## src/rtl/chan_packet_pulse_wr_sched.sv

```systemverilog
// Round-robin write scheduler for the chan_packet pulse BRAM.
// Grants one requester per cycle, registers the BRAM write one cycle later,
// and publishes the committed write pointer with half-buffer status flags.
module chan_packet_pulse_wr_sched #(
    parameter int NREQ = 4,
    parameter int DW   = 64,
    parameter int AW   = 12
) (
    input  logic                 user_clk,
    input  logic                 user_rst_n,
    input  logic                 run,
    input  logic                 clear,
    input  logic                 half_ack,
    input  logic [NREQ-1:0]      req_valid,
    input  logic [NREQ*DW-1:0]   req_data,
    output logic [NREQ-1:0]      req_ready,
    output logic                 bram_we,
    output logic [AW-1:0]        bram_addr,
    output logic [DW-1:0]        bram_din,
    output logic [31:0]          pulses_addr
);

    localparam int IW = (NREQ > 1) ? $clog2(NREQ) : 1;
    localparam logic [IW-1:0] LAST   = IW'(NREQ - 1);
    localparam logic [IW:0]   NREQ_W = (IW + 1)'(NREQ);

    logic [NREQ-1:0][DW-1:0] req_word;
    logic [IW-1:0]           rr_last;
    logic [IW-1:0]           grant_idx;
    logic                    grant_any;
    logic                    xfer;
    logic [AW-1:0]           wr_ptr;
    logic                    pending, overflow, ack_q;
    logic                    ack_rise, half_done;
    logic                    pend_nxt, ovf_nxt;
    logic [AW-1:0]           commit_ptr;
    logic [31:0]             status_nxt;

    assign req_word = req_data;

    // Rotating priority search starting just after the last winner
    always_comb begin
        logic [IW:0] cand;
        grant_any = 1'b0;
        grant_idx = rr_last;
        cand      = '0;
        for (int k = 1; k <= NREQ; k++) begin
            cand = {1'b0, rr_last} + (IW + 1)'(k);
            if (cand >= NREQ_W) cand = cand - NREQ_W;
            if (!grant_any && req_valid[cand[IW-1:0]]) begin
                grant_any = 1'b1;
                grant_idx = cand[IW-1:0];
            end
        end
    end

    // Ready is gated by reset too, so every output reads 0 while reset is held
    assign xfer = grant_any & run & ~clear & user_rst_n;

    // One-hot ready toward the winning requester
    always_comb begin
        req_ready = '0;
        if (xfer) req_ready[grant_idx] = 1'b1;
    end

    // A half completes when the registered write lands on the last word of either half
    assign half_done = bram_we & (&bram_addr[AW-2:0]);
    assign ack_rise  = half_ack & ~ack_q;

    // Ack is applied first so a simultaneous completion re-arms pending without overflow
    always_comb begin
        pend_nxt = pending;
        ovf_nxt  = overflow;
        if (ack_rise) pend_nxt = 1'b0;
        if (half_done) begin
            if (pend_nxt) ovf_nxt = 1'b1;
            pend_nxt = 1'b1;
        end
    end

    // Status follows committed writes only, not the speculative wr_ptr
    assign commit_ptr = bram_we ? (bram_addr + AW'(1)) : pulses_addr[AW-1:0];
    assign status_nxt = {ovf_nxt, pend_nxt, commit_ptr[AW-1], (29 - AW)'(0), commit_ptr};

    // Write pipeline, arbitration history and status registers
    always_ff @(posedge user_clk) begin
        if (!user_rst_n) begin
            bram_we     <= 1'b0;
            bram_addr   <= '0;
            bram_din    <= '0;
            wr_ptr      <= '0;
            rr_last     <= LAST;
            pending     <= 1'b0;
            overflow    <= 1'b0;
            pulses_addr <= '0;
            ack_q       <= 1'b0;
        end else begin
            ack_q <= half_ack;
            if (clear) begin
                bram_we     <= 1'b0;
                bram_addr   <= '0;
                bram_din    <= '0;
                wr_ptr      <= '0;
                rr_last     <= LAST;
                pending     <= 1'b0;
                overflow    <= 1'b0;
                pulses_addr <= '0;
            end else begin
                bram_we <= xfer;
                if (xfer) begin
                    bram_addr <= wr_ptr;
                    bram_din  <= req_word[grant_idx];
                    wr_ptr    <= wr_ptr + AW'(1);
                    rr_last   <= grant_idx;
                end
                pending     <= pend_nxt;
                overflow    <= ovf_nxt;
                pulses_addr <= status_nxt;
            end
        end
    end

endmodule
```

## config.mk

```make
export PLATFORM = sky130hd
export DESIGN_NAME = chan_packet_pulse_wr_sched
export DESIGN_NICKNAME = d
export VERILOG_FILES = /design/src/rtl/chan_packet_pulse_wr_sched.sv
export SDC_FILE = /design/constraint.sdc
export NUM_CORES = 1
export LEC_CHECK = 0
export ABC_AREA = 0
export CORE_AREA = 2 2 145 147
export DETAILED_ROUTE_END_ITERATION = 16
export DIE_AREA = 0 0 147 149
export DONT_BUFFER_PORTS = 1
export GPL_ROUTABILITY_DRIVEN = 1
export PLACE_DENSITY_LB_ADDON = 0.08
export SLEW_MARGIN = 20
export SYNTH_ARGS = -nofsm -noshare
export SYNTH_HDL_FRONTEND = slang
export SYNTH_SLANG_ARGS = --single-unit
```

## constraint.sdc

```tcl
create_clock -name user_clk -period 2.4 [get_ports user_clk]
set_clock_uncertainty 0.1 [all_clocks]
set_input_delay 0.48 -clock user_clk [delete_from_list [all_inputs] [get_ports user_clk]]
set_output_delay 0.48 -clock user_clk [all_outputs]
set_load 0.05 [all_outputs]
```

# == Word-level counts from Yosys, hierarchy flattened ==
# Index checks and enable logic that the tools add are counted.
# word_totals
mem_bits_ro,0
mem_count,0
in_bits,265
mem_bits_rw,0
regBits,126
out_inout_bits,113
latch_bits,0
wordCells,78
# classes
order_cmp,10
shifts,0
n_div,0
n_mux,30
eq_ne,0
n_bitwise,8
n_reduce_logical,9
n_mul,0
add_sub_neg,10
# ops
operator,n
binary-select mux 64 bit (select 2 bit),1
two-way mux 64 bit,1
adder 12 x 1 -> 12 bit (second input constant),2
two-way mux 2 bit,8
< comparator 2 x 3 -> 1 bit (second input constant),5
two-way mux 1 bit,13
greater-or-equal comparator 3 bit (second input constant),4
two-way mux 12 bit,1
AND reduction 11 bit,1
binary-select mux 1 bit (select 2 bit),4
subtractor 2 x 1 -> 2 bit (second input constant),4
adder 2 x 2 -> 3 bit (second input constant),2
bitwise AND 1 bit,5
logical AND 1 bit,4
two-way mux 4 bit,1
adder 2 x 1 -> 3 bit (second input constant),1
adder 2 x 3 -> 3 bit (second input constant),1
logical NOT 1 bit,3
NOT 1 bit,3
demux 1 bit (select 2 bit),1
greater-or-equal comparator 2 x 1 -> 1 bit (second input constant),1
OR reduction 2 bit,1

# == Depth between registers and ports, before layout ==
# Gate-level depths: netlist (run 1).
# logic_depth
word_depth,20
depth_mapped,10
depth_no_buf,8

# == Worst setup path before layout (run 1) ==
# OpenSTA, ideal clock, no wires.
# synth_timing
path_kind,input to output
from,input req_valid[3]
to,output req_ready[1]
t_arrival_ns,2.078
required_ns,1.820
n_path_buf,1
cell_stages,6
setup_slack_ns,-0.258
path_cell_list,nor2b_1 o21a_1 nor2_2 nand2_1 clkbuf_1 nor2_1
# synth_via
elab_chain_len,17
elab_cells_between_ends,31
classes_between,order compare (2); mux (19); bitwise (3); reduce/logical (7)
# synth_rtl
element,line,text
"start, declared",14,"input logic [NREQ-1:0] req_valid,"
binary-select mux 1 bit (select 2 bit),50,if (!grant_any && req_valid[cand[IW-1:0]]) begin
two-way mux 1 bit (implied by the code),50,
two-way mux 1 bit,50,
logical NOT 1 bit,50,
logical AND 1 bit,50,
two-way mux 1 bit,50,
logical NOT 1 bit,50,
logical AND 1 bit,50,
two-way mux 1 bit,50,
logical NOT 1 bit,50,
logical AND 1 bit,50,
two-way mux 2 bit,50,
< comparator 2 x 3 -> 1 bit (implied by the code) or greater-or-equal comparator 2 x 1 -> 1 bit (tied branches),63,if (xfer) req_ready[grant_idx] = 1'b1;
logical AND 1 bit (implied by the code),63,
two-way mux 1 bit (implied by the code),63,
demux 1 bit (select 2 bit),63,
two-way mux 4 bit *,63,
"end, declared",16,"output logic [NREQ-1:0] req_ready,"
# Every way passes the cells marked *; elsewhere a longest branch is shown, timed or not. The select of a mux whose other input is x is not followed.

# == Final worst setup path (run 1) ==
# layout_timing
from,register rr_last[0]
to,output req_ready[2]
# layout_via
elab_chain_len,20
elab_cells_between_ends,47
classes_between,add/sub (8); order compare (6); mux (23); bitwise (3); reduce/logical (7)
# layout_rtl
element,line,text
"start, declared",28,logic [IW-1:0] rr_last;
"start signal, assigned",114,rr_last <= grant_idx;
adder 2 x 1 -> 3 bit,48,"cand = {1'b0, rr_last} + (IW + 1)'(k);"
greater-or-equal comparator 3 bit or subtractor 2 x 1 -> 2 bit (tied branches),49,if (cand >= NREQ_W) cand = cand - NREQ_W;
two-way mux 2 bit,49,
binary-select mux 1 bit (select 2 bit),50,
two-way mux 1 bit (implied by the code),50,
two-way mux 1 bit,50,
logical NOT 1 bit,50,
logical AND 1 bit,50,
(+4 left out),--,
logical NOT 1 bit,50,
logical AND 1 bit,50,
two-way mux 2 bit,50,
< comparator 2 x 3 -> 1 bit (implied by the code) or greater-or-equal comparator 2 x 1 -> 1 bit (tied branches),63,
logical AND 1 bit (implied by the code),63,
two-way mux 1 bit (implied by the code),63,
demux 1 bit (select 2 bit),63,
two-way mux 4 bit *,63,
# Marks and branches as above.

==> results of run 1 <==
through the flow:
stage / hold slack, ps / power (mW) / worst slack, ps / util [%]
after detailed placement: 366 / 2.68 / 168 / 28.1
after floorplan: 332 / 2.55 / 71.7 / -
final: 133 / 4.20 / 104 / 30.1
after global placement: 360 / 2.67 / 181 / 28.1
after global routing: 123 / 4.39 / 3.15 / 30.1
after CTS: 117 / 4.28 / -33.2 / 29.6
cells by family after synthesis:
| family | Yosys count |
|---|---|
| other cells | 1 |
| fa+ha+maj | 2 |
| simple gates | 164 |
| xor+xnor | 18 |
| compound gates | 172 |
| buf+inv | 70 |
| flops | 106 |
| mux | 69 |
what timing repair did:
action | in CTS | in global routing
gates cloned | 0 | 3
pin swaps | 0 | 2
setup buffers | 0 | 2
setup endpoints to repair | 2 | 4
resized for setup | 0 | 4
power by group through the flow:
stage          Sequential (mW)  Clock (mW)  Combinational (mW)
6_report                  2.11        1.56               0.534
5_1_grt                   2.12        1.70               0.577
4_1_cts                   2.11        1.63               0.534
2_1_floorplan             2.13           0               0.416
3_3_place_gp              2.15           0               0.523
3_5_place_dp              2.15           0               0.533
synth_stat cells (8+ instances only):
library cell / n / area, um^2
dfxtp_1: 106 / 2120
nand2_1: 103 / 387
mux2i_1: 68 / 681
o211ai_1: 60 / 450
a22oi_1: 58 / 435
buf_4: 28 / 210
nor2_1: 24 / 90.1
a21oi_1: 22 / 110
clkbuf_1: 21 / 78.8
buf_2: 14 / 70.1
xor2_1: 12 / 105
o21ai_0: 9 / 45.0
nand3_1: 8 / 40.0
layer usage:
layer,part of all wire (%),vias up,GRT usage [%]
met5,0,-,0
met4,1.1,0,5.00
met3,7.4,13,4.53
met2,50,202,28.2
met1,41,2175,20.0
li1,-,2173,-
layout by cell type (no fill, tap or decap), drive strengths merged:
master / count
o21ai: 12
inv: 10
nor2: 26
buf: 39
dfxtp: 106
o21bai: 1
conb: 17
a21boi: 1
o221ai: 4
nor2b: 4
o41ai: 1
or3: 3
nor3b: 1
a21oi: 22
nand2: 103
nand4: 3
xor2: 12
o21a: 2
and2: 5
a211oi: 6
nand2b: 1
diode: 1
clkbuf: 12
mux2i: 68
clkinv: 3
a31oi: 4
a22oi: 58
nor3: 3
ha: 2
and3: 6
and4: 1
o211ai: 60
nand3: 8
xnor2: 6
mux2: 1
o211a: 1
final cells by class:
| type | count | area, um^2 | area share (%) |
|---|---|---|---|
| multi-input cells | 442 | 2930 | 47.3 |
| flip-flops and latches | 106 | 2120 | 34.3 |
| repair buffers | 42 | 468 | 7.56 |
| well taps | 275 | 344 | 5.56 |
| clock buffers | 9 | 225 | 3.64 |
| clock inverters | 7 | 81.3 | 1.31 |
| inverters | 6 | 22.5 | 0.364 |
| diodes | 1 | 2.50 | 0.0404 |
critical path, cell delays in order, from the launching register on:
cell and delay (ps):
dfxtp_2 370, nor2b_2 70, a21oi_1 170, o211a_4 270, nor3b_4 260, buf_12 210
registers in the layout (all words and copies together), names as in the netlist:
| signal | cells |
|---|---|
| bram_din | 64 |
| pulses_addr | 14 |
| bram_addr | 12 |
| wr_ptr | 12 |
| rr_last | 2 |
| ack_q | 1 |
| bram_we | 1 |
path summary, 6_finish.rpt:
check                           slack [ps]       endpoint  depth (start not counted)
worst max-delay path                   100   req_ready[2]                          5
worst min register to register         370  bram_addr[10]                          2
worst max register to register         290   bram_din[24]                          9
worst min-delay path                   130    bram_din[5]                          2
==> out/metrics.cfg, run 1 <==
[status]
outcome=complete, no violations

[setup_path]
worstSetupStartpoint=rr_last[0]
worst-setup-path-type=register to output port
worst_ep_arrival_time_ps=1720
worst_r2r_startpoint=rr_last[0]
start_kind=register
timing.critical_path.required_ps=1820
crit_path_end_kind=output port
cp_max_fo=9

[placement]
io_buffers=0
place_area_um2=5780
placed_cells=866
place.detailed.hpwl_um=14700
place.gp.congestion=0.764

[timing]
setup_viol=0
min_period_over_period_pct=95.7
hold_viol_final=0
rsz0062_at_grt=no
fin_tns_setup_ps=0
tightestPinTransition_ps=619
fin_crit_ps=2300
fmax_ghz=0.436
slew_headroom_pct=58.7
slew_violations=0

[layout]
syn_to_final_growth_pct=16.5
drive_above_1_share_pct=12.1
final_area_um2=6190
fin_cells=888
nets=874
nFillCells=2195

[power_and_ir_drop]
p_int_mw=2.79
switching_share_pct=33.6
p_comb_share_pct=12.7
p_leak_nw=2.23
vdd_drop_max_v=0.000331
netSwitchingPower_mw=1.41
powerDensity_nw_per_um2=678
clockPowerShare_pct=37.1
p_seq_share_pct=50.2

[synthesis]
synth_fa_ha_area_share_pct=0.471
synthesis.instances=602
postSynthAreaPerCell_um2=8.83
synth-compound-area-share_pct=22.9
synth_enable_flop_cells=0
async_flop_share_pct=0
seq_area_frac_synth_pct=39.9
synth_top_family_by_area=compound AO/OA/AOI/OAI gates
ys_types=41
synth_mux_area_share_pct=13.0
yosys_warnings=0
syn_area_um2=5320
yosys.area_share.simple_pct=13.4
synth_ff_type=dfxtp_1
synth-xor-area-share_pct=2.97
yosys_register_bits=106

[hold_path]
hold_start=req_data[5]
hold_path_class=input port to register

[route]
drc_errors=0
ant_nets=0
routed_via_density=5.14
dr.pass1.iters=4
vias=4563
postRouteWirelength_um=19600
routedWlPerCell_um=22.1
drt_iter0_drc=154

[cts]
clk_pin_slew_ps=80
insertion_delay_ps=360
cts-root-buf=clkbuf_16
cts.sinks=106
cts_tree=done
ctsHtreeMaxLevel=3
numCtsBuffers=9
cts_buffer_depth=2
cts_hold_buffers=0

[grt]
grt_pass1_wl_um=27100
gr-usage-all-layers_pct=16.4
overflow=0
grt_pass1_vias=4362
antenna_found_initial=1
grt_max_degree=39

[floorplan]
floorplan.initialDensity_pct=25.9
core_um2=20600
die_w_um=147
die_h_um=149
die_area_um2=21900
num_rows=53
io_pins=378

[job]
drv_cap=0

Note: power is estimated with default switching activity, not from simulation.
==> inputs of run 2 (changes only) <==
--- a/config.mk
+++ b/config.mk
@@ -6,13 +6,13 @@
 export NUM_CORES = 1
 export LEC_CHECK = 0
 export ABC_AREA = 0
-export CORE_AREA = 2 2 145 147
+export CORE_AREA = 2 2 146 148
 export DETAILED_ROUTE_END_ITERATION = 16
-export DIE_AREA = 0 0 147 149
-export DONT_BUFFER_PORTS = 1
+export DIE_AREA = 0 0 148 150
 export GPL_ROUTABILITY_DRIVEN = 1
 export PLACE_DENSITY_LB_ADDON = 0.08
 export SLEW_MARGIN = 20
 export SYNTH_ARGS = -nofsm -noshare
 export SYNTH_HDL_FRONTEND = slang
 export SYNTH_SLANG_ARGS = --single-unit
+export TNS_END_PERCENT = 20
==> run 2 against run 1 <==
Count of clock-buffer cells in the layout stayed put. Cell area up 60%. Die area grew 1.4%. Final cell count increased by 41%. Flip-flop and latch count stayed put. Power up 13%. Critical path depth rose by 1. Maximum frequency shrank 1.2%. Clock power shrank 4%. Combinational power grew to 2.5 times the previous value. Routed wire length rose by 16%.
==> out/metrics.cfg, run 2 (synthesized netlist as in run 1, its figures left out) <==
[status]
outcome=complete, no violations

[placement]
io_buffers=360
place.detailed.hpwl_um=18100
place_area_um2=9580
place.gp.congestion=0.798
dp_worst_setup_slack_ps=-241

[layout]
largest_reg_flops=64
final_area_um2=9920
layout_commonest_cell=clkdlybuf4s50_1
reg_top3=bram_din: 64 flops, pulses_addr: 14 flops
nets=1242
syn_to_final_growth_pct=86.5
nFillCells=2018
final_cell_mix=347 x clkdlybuf4s50_1, 105 x dfxtp_1, 102 x nand2_1
regMostFlops=bram_din
fin_util_pct=47.9
drive_above_1_share_pct=9.59
multi_input_area_um2=2950
seqCellArea_um2=2120

[hold_path]
hold_path_class=register to register
hold_path_end=bram_addr[10]
hold_depth=2
hold_start=wr_ptr[10]

[route]
dr.max_layer_used=met4
routed_via_density=4.60
drt_iter0_drc=202
drt-met1-wl_um=9140
dr.pass1.iters=5
wl_met3_um=1570
postRouteWirelength_um=22800
drc_errors=0
ant_nets=0
vias=5775
routedWlPerCell_um=18.2
met2_length_um=11800

[setup_path]
cp_max_fo=2
start_kind=input port
worst-setup-path-type=input port to output port
worst_r2r_startpoint=rr_last[0]
cp_cell_sequence=clkdlybuf4s50_1 -> nor2b_4 -> nand2_1 -> buf_4 -> nor3b_4 -> buf_12
reg2reg_setup_slack_ps=450
rr_worst_depth=9
crit_path_end_kind=output port
timing.critical_path.required_ps=1820
slowest_delay_ps=460
r2r-end=bram_din[16]
worst_ep_arrival_time_ps=1740
cp_slowest_cell=clkdlybuf4s50_1

[grt]
grt_pass1_vias=5690
overflow=0
grt_max_degree=38
gr-usage-all-layers_pct=19.6
antenna_found_initial=1
grt_pass1_wl_um=33400

[cts]
clk_pin_slew_ps=80
insertion_delay_ps=360
cts-root-buf=clkbuf_16
numCtsBuffers=9
cts.sinks=106
cts_buffer_depth=2
ctsHtreeMaxLevel=3
cts_tree=done
cts_hold_buffers=0

[power_and_ir_drop]
powerDensity_nw_per_um2=477
p_leak_nw=3.67
vdd_drop_max_v=0.000358

[timing]
setup_viol=0
min_period_over_period_pct=96.9
tightestPinTransition_ps=594
slew_headroom_pct=60.3
rsz0062_at_grt=no
hold_viol_final=0
worst_slack_ps=75.0
fin_crit_ps=2320
slew_violations=0
finalHoldWorstSlack_ps=357
fmax_ghz=0.430

[floorplan]
die_area_um2=22200
core_um2=20700
die_w_um=148
die_h_um=150
num_rows=53
io_pins=378
floorplan.initialDensity_pct=25.7

[job]
drv_cap=0

==> run 2: area by class of cell <==
type	count	share of cell area (%)
sequential	106	21.4
inverter	6	0.227
clock buffer	9	2.27
antenna	1	0.0252
tap	275	3.47
multi-input combinational	442	29.8
clock inverter	7	0.694
timing repair buffer	410	42.1
==> run 2: critical path, delay by kind of cell <==
| family | cells | cell delay, ps |
|---|---|---|
| buffers and inverters | 3 | 790 |
| and+or+nand+nor | 3 | 480 |
==> run 2: worst max path at each step <==
stage	startpoint	to	slack (ps)	cells after the start
2_1_floorplan	req_valid[3]	req_ready[0]	70	5
3_3_place_gp	req_valid[2]	req_ready[2]	-220	7
3_5_place_dp	req_valid[2]	req_ready[2]	-240	7
4_1_cts	req_valid[2]	req_ready[2]	2	7
5_1_grt	req_valid[1]	req_ready[2]	7	6
6_report	clear	req_ready[2]	80	6
==> run 2: stage by stage <==
stage                     setup TNS (ps)  power [mW]  cells
after floorplan                        0        2.55    618
final                                  0        4.73   1256
after global placement            -11210        3.27   1238
after detailed placement          -12940        3.27   1238
after global routing                   0        4.96   1255
after CTS                              0        4.82   1254
==> run 2: what timing repair did <==
item                       in CTS  in global routing
buffers inserted                0                  1
pin swaps                       6                  3
setup endpoints to repair       4                  3
resized for setup              15                  4
cloned                          0                  0
==> run 2: power by group <==
group,internal (mW),total [mW],switching [mW]
Combinational,0.707,1.36,0.653
Sequential,1.83,1.87,0.0397
Clock,0.736,1.50,0.768
==> run 2: routing by layer <==
| metal | global-route usage [%] | up-vias |
|---|---|---|
| li1 | - | 2905 |
| met1 | 23.1 | 2648 |
| met2 | 35.1 | 204 |
| met3 | 5.46 | 18 |
| met4 | 5.00 | 0 |
| met5 | 0 | - |
==> variant 1: new RTL, flow settings as in run 2 <==
Set the parameter `DW` to 72 (it was 64).
--- a/src/rtl/chan_packet_pulse_wr_sched.sv
+++ b/src/rtl/chan_packet_pulse_wr_sched.sv
@@ -3,7 +3,7 @@
 // and publishes the committed write pointer with half-buffer status flags.
 module chan_packet_pulse_wr_sched #(
     parameter int NREQ = 4,
-    parameter int DW   = 64,
+    parameter int DW   = 72,
     parameter int AW   = 12
 ) (
     input  logic                 user_clk,
Ports: changed (resized bram_din and req_data); port bits go from 378 to 418. No check against the original RTL was run, so the function may have changed too.
==> variant 1 against run 2 <==
- worst setup slack lost 0.049 ns
- critical path depth unchanged
- global-route usage up 6.9 points
- synthesized area is 25% higher
- cell area increased by 22%
- maximum frequency decreased by 2.1%
- synthesized cell count increased by 23%
- largest cell class unchanged
- total power is 33% higher
- final cell count up 15%
- wire length rose by 34%
- sequential cell count up 8
- critical path type unchanged
- clock power is 65% higher
==> variant 1: results (changes against run 2) <==
| Metric | Value |
|---|---|
| FF-to-FF path depth | 8 (was 9) |
| Slew of the pin with the lowest slew margin | 1.00 ns (was 0.594 ns) |
| Dpl cell area | 11,400 um2 (was 9580 um2) |
| Clock latency on the worst-skew pair | 0.42 ns (was 0.36 ns) |
| Worst Path Max Fanout | 4 (was 2) |
| H-tree depth | 4 (was 3) |
| Total GRT Usage | 26.5% (was 19.6%) |
| Hold worst-path end | bram_din[20] (was bram_addr[10]) |
| Clk slew on worst S/H paths | 0.06 ns (was 0.08 ns) |
| PortBufs | 400 (was 360) |
| Post-synthesis average cell area | 8.97 um2 (was 8.83 um2) |
| Critical path's largest stage delay | 0.40 ns (was 0.46 ns) |
| Status | completed (unchanged) |
| Seq/Total Area, Yosys | 34.4% (was 39.9%) |
| Crit path from | req_valid[3] (was clear) |
| Highest clock rate | 0.421 GHz (was 0.430 GHz) |
| Total Wirelength | 30,500 um (was 22,800 um) |
| Worst hold start | bram_din[20] (was wr_ptr[10]) |
| Crit path max-delay family | simple AND/OR/NAND/NOR gates (was buffers and inverters) |
| Cell variety after synth | 43 (was 41) |
| Global placer's final weighted congestion | 0.819 (was 0.798) |
| Pre-CTS WS | -0.446 ns (was -0.241 ns) |
| First-pass GRT wire length | 45,200 um (was 33,400 um) |
| Via count | 7,774 (was 5,775) |
| Area contributors post-synth | dfxtp_1 (34%), mux2_2 (9.7%), a221o_1 (9.7%) (was dfxtp_1 (40%), mux2i_1 (13%), o211ai_1 (8.5%)) |
| List of most frequent post-synthesis cells | dfxtp_1 (114), o31ai_1 (72), a21oi_1 (71) (was dfxtp_1 (106), nand2_1 (103), mux2i_1 (68)) |
| Worst VDD drop | 0.388 mV (was 0.358 mV) |
| Static leakage | 4.59 nW (was 3.67 nW) |
| Vias per cell | 5.39 (was 4.60) |
| Nets | 1,448 (was 1,242) |
variant 1: repair_timing:
| item | in CTS | in global routing |
|---|---|---|
| gates cloned | 0 | 0 |
| endpoints found under the setup margin | 8 | 53 |
| pin swaps | 6 | 7 |
| hold endpoints to repair | 0 | 0 |
| resized for setup | 20 | 12 |
| setup buffers | 7 | 4 |
variant 1: through the flow:
step           hold slack (ns)  TNS (ns)
2_1_floorplan            0.342    -0.240
3_3_place_gp             0.341    -30.09
3_5_place_dp             0.355    -32.90
4_1_cts                  0.368   -0.0178
5_1_grt                  0.394   -0.0340
6_report                 0.361         0
variant 1: per-layer routing:
metal	GRT usage (%)	wire [um]
met4	13.0	1200
met5	0	0
met3	7.87	2560
met1	32.2	12400
met2	43.0	14400
variant 1: worst max path at each step:
stage and endpoint:
6_report req_ready[0], 5_1_grt req_ready[0], 4_1_cts req_ready[1], 3_5_place_dp bram_din[28], 3_3_place_gp bram_din[28], 2_1_floorplan req_ready[0]
variant 1: power by group:
group / switching, mW / internal, mW / leakage (nW) / total (mW)
sequential: 0.0450 / 1.96 / 0.925 / 2.01
combinational: 0.872 / 0.941 / 3.39 / 1.81
clock: 1.03 / 1.45 / 0.277 / 2.48
variant 1: final cells by class:
| cell class | count | area [um2] |
|---|---|---|
| Fill cell | 1846 | 8580 |
| Timing Repair Buffer | 478 | 4870 |
| Multi-Input combinational cell | 532 | 4000 |
| Sequential cell | 114 | 2290 |
| Clock buffer | 17 | 425 |
| Tap cell | 275 | 344 |
| Clock inverter | 15 | 149 |
| Inverter | 6 | 22.5 |
| Antenna cell | 5 | 12.5 |
variant 1: logic make-up (layout without fill, tap and decap cells):
group / after synthesis / in the layout / synth area share, %
xor+xnor: 18 / 18 / 2.38
other cells: 1 / 22 / 0.0566
simple gates: 171 / 171 / 14.3
flops: 114 / 114 / 34.4
fa+ha+maj: 2 / 2 / 0.378
compound gates: 258 / 258 / 28.9
mux: 66 / 66 / 11.2
buf+inv: 109 / 516 / 8.31
variant 1: worst min-delay path, delay by kind of cell, from the launching register on:
family,cells,cell delay (ns)
compound gates,1,0.05
flops,1,0.33
simple gates,1,0.05
==> variant 2: new RTL, flow settings as in run 2 <==
Made on the original files. Make the reset (`user_rst_n`) asynchronous in one clocked block.
--- a/src/rtl/chan_packet_pulse_wr_sched.sv
+++ b/src/rtl/chan_packet_pulse_wr_sched.sv
@@ -83,7 +83,7 @@
     assign status_nxt = {ovf_nxt, pend_nxt, commit_ptr[AW-1], (29 - AW)'(0), commit_ptr};
 
     // Write pipeline, arbitration history and status registers
-    always_ff @(posedge user_clk) begin
+    always_ff @(posedge user_clk or negedge user_rst_n) begin
         if (!user_rst_n) begin
             bram_we     <= 1'b0;
             bram_addr   <= '0;
Behaviour: differs if user_rst_n is asserted again (counterexample within 4 cycles, from zero or initial values and one cycle with user_rst_n low); with user_rst_n held inactive, the same outputs for 4 cycles.
==> variant 2 against run 2 <==
- the run now ends with setup timing left
- total power up 20%
- sequential cell count unchanged
- utilization up 7.6 points
- wire length up 27%
- critical path depth up 1
- via count up 23%
- sequential power up 4%
- worst setup slack worse by 0.11 ns
- synthesized cell count up 15%
- synthesized area up 26%
- hold slack worse by 0.25 ns
- non-clock buffer count up 10
- global-route usage up 5.3 points
- cell area up 16%
- largest cell class unchanged
- highest routed layer is now met5
==> variant 2: results (changes against run 2) <==
| Metric | Value |
|---|---|
| WL met3 | 2430 um (was 1570 um) |
| P_clk | 1.63 mW (was 1.50 mW) |
| Xor/xnor cell area share of the yosys netlist | 2.61% (was 2.97%) |
| Top sig layer | met5 (was met4) |
| Met1 Usage GRT | 32.6% (was 23.1%) |
| CP max stage cell | dfstp_2 (was clkdlybuf4s50_1) |
| Synth Area in Compound Gates | 23.2% (was 22.9%) |
| Largest net degree at the start of global routing | 57 (was 38) |
| Multiplexer share of the synthesized area | 12.1% (was 13.0%) |
| Final number of setup-violating endpoints | 4 (was 0) |
| Setup tns final | -0.121 ns (was 0 ns) |
| Seq pwr | 1.95 mW (was 1.87 mW) |
| Post-synth ARST share | 100% (was 0%) |
| Cell variety after synth | 45 (was 41) |
| Synth Area in Adders | 0.373% (was 0.471%) |
| Area contributors post-synth | dfrtp_1 (39%), mux2_2 (8.7%), a221o_1 (8.4%) (was dfxtp_1 (40%), mux2i_1 (13%), o211ai_1 (8.5%)) |
| Worst Path Max Fanout | 7 (was 2) |
| Status | finished with violations (was completed) |
| End of the worst register-to-register path | bram_din[62] (was bram_din[16]) |
| Hold WS | 0.108 ns (was 0.357 ns) |
| Global placer's final weighted congestion | 0.825 (was 0.798) |
| Crit path from | rr_last[1] (was clear) |
| Grt met3 use | 6.65% (was 5.46%) |
| Synth Flop Type | dfrtp_1 (was dfxtp_1) |
| Via count | 7,101 (was 5,775) |
| Pre-CTS WS | -0.392 ns (was -0.241 ns) |
| Drt pass-1 iters | 4 (was 5) |
| Post-synthesis average cell area | 9.70 um2 (was 8.83 um2) |
| Nets | 1,309 (was 1,242) |
| Slew of the pin with the lowest slew margin | 0.768 ns (was 0.594 ns) |
| DR iter-0 viols | 395 (was 202) |
| List of most frequent post-synthesis cells | dfrtp_1 (104), a21oi_1 (71), nand4_1 (66) (was dfxtp_1 (106), nand2_1 (103), mux2i_1 (68)) |
| Worst VDD drop | 0.304 mV (was 0.358 mV) |
| HP Class | primary input to async pin (was flop to flop) |
| Layout cells sized above 1 | 15.9% (was 9.59%) |
| Crit path max-delay family | flip-flops (was buffers and inverters) |
| Violated checks | setup timing |
| Final setup margin | -0.0377 ns (was 0.0750 ns) |
| Routed wl met2 | 13,800 um (was 11,800 um) |
| Total GRT Usage | 24.9% (was 19.6%) |
| R2R setup slack | 0.02 ns (was 0.45 ns) |
| Vias per cell | 5.37 (was 4.60) |
| CP endpoint | req_ready[0] (was req_ready[2]) |
-- variant 2: cell types whose count changed after synthesis, moves of 27 or more --
| cell | change |
|---|---|
| dfxtp_1 | -106 |
| dfrtp_1 | +104 |
| nand2_1 | -64 |
| nand4_1 | +63 |
| o211ai_1 | -60 |
| a22oi_1 | -58 |
| o31ai_1 | +57 |
| a221o_1 | +56 |
| mux2_2 | +51 |
| mux2i_1 | -50 |
| a21oi_1 | +49 |
| clkbuf_1 | +27 |
-- variant 2: cell type report --
class,count,share of cell area [%]
clock buffer,10,2.08
clock inverter,6,0.686
inverter,5,0.163
multi-input combinational,500,33.4
sequential,106,23.1
tap,275,2.99
timing repair buffer,420,37.6
-- variant 2: what timing repair did --
action	in CTS	in global routing
endpoints found under the setup margin	6	58
endpoints found under the hold margin	14	0
buffers inserted	7	2
pin swaps	5	9
gates resized for setup	23	49
hold buffers	1	0
gates cloned	2	3
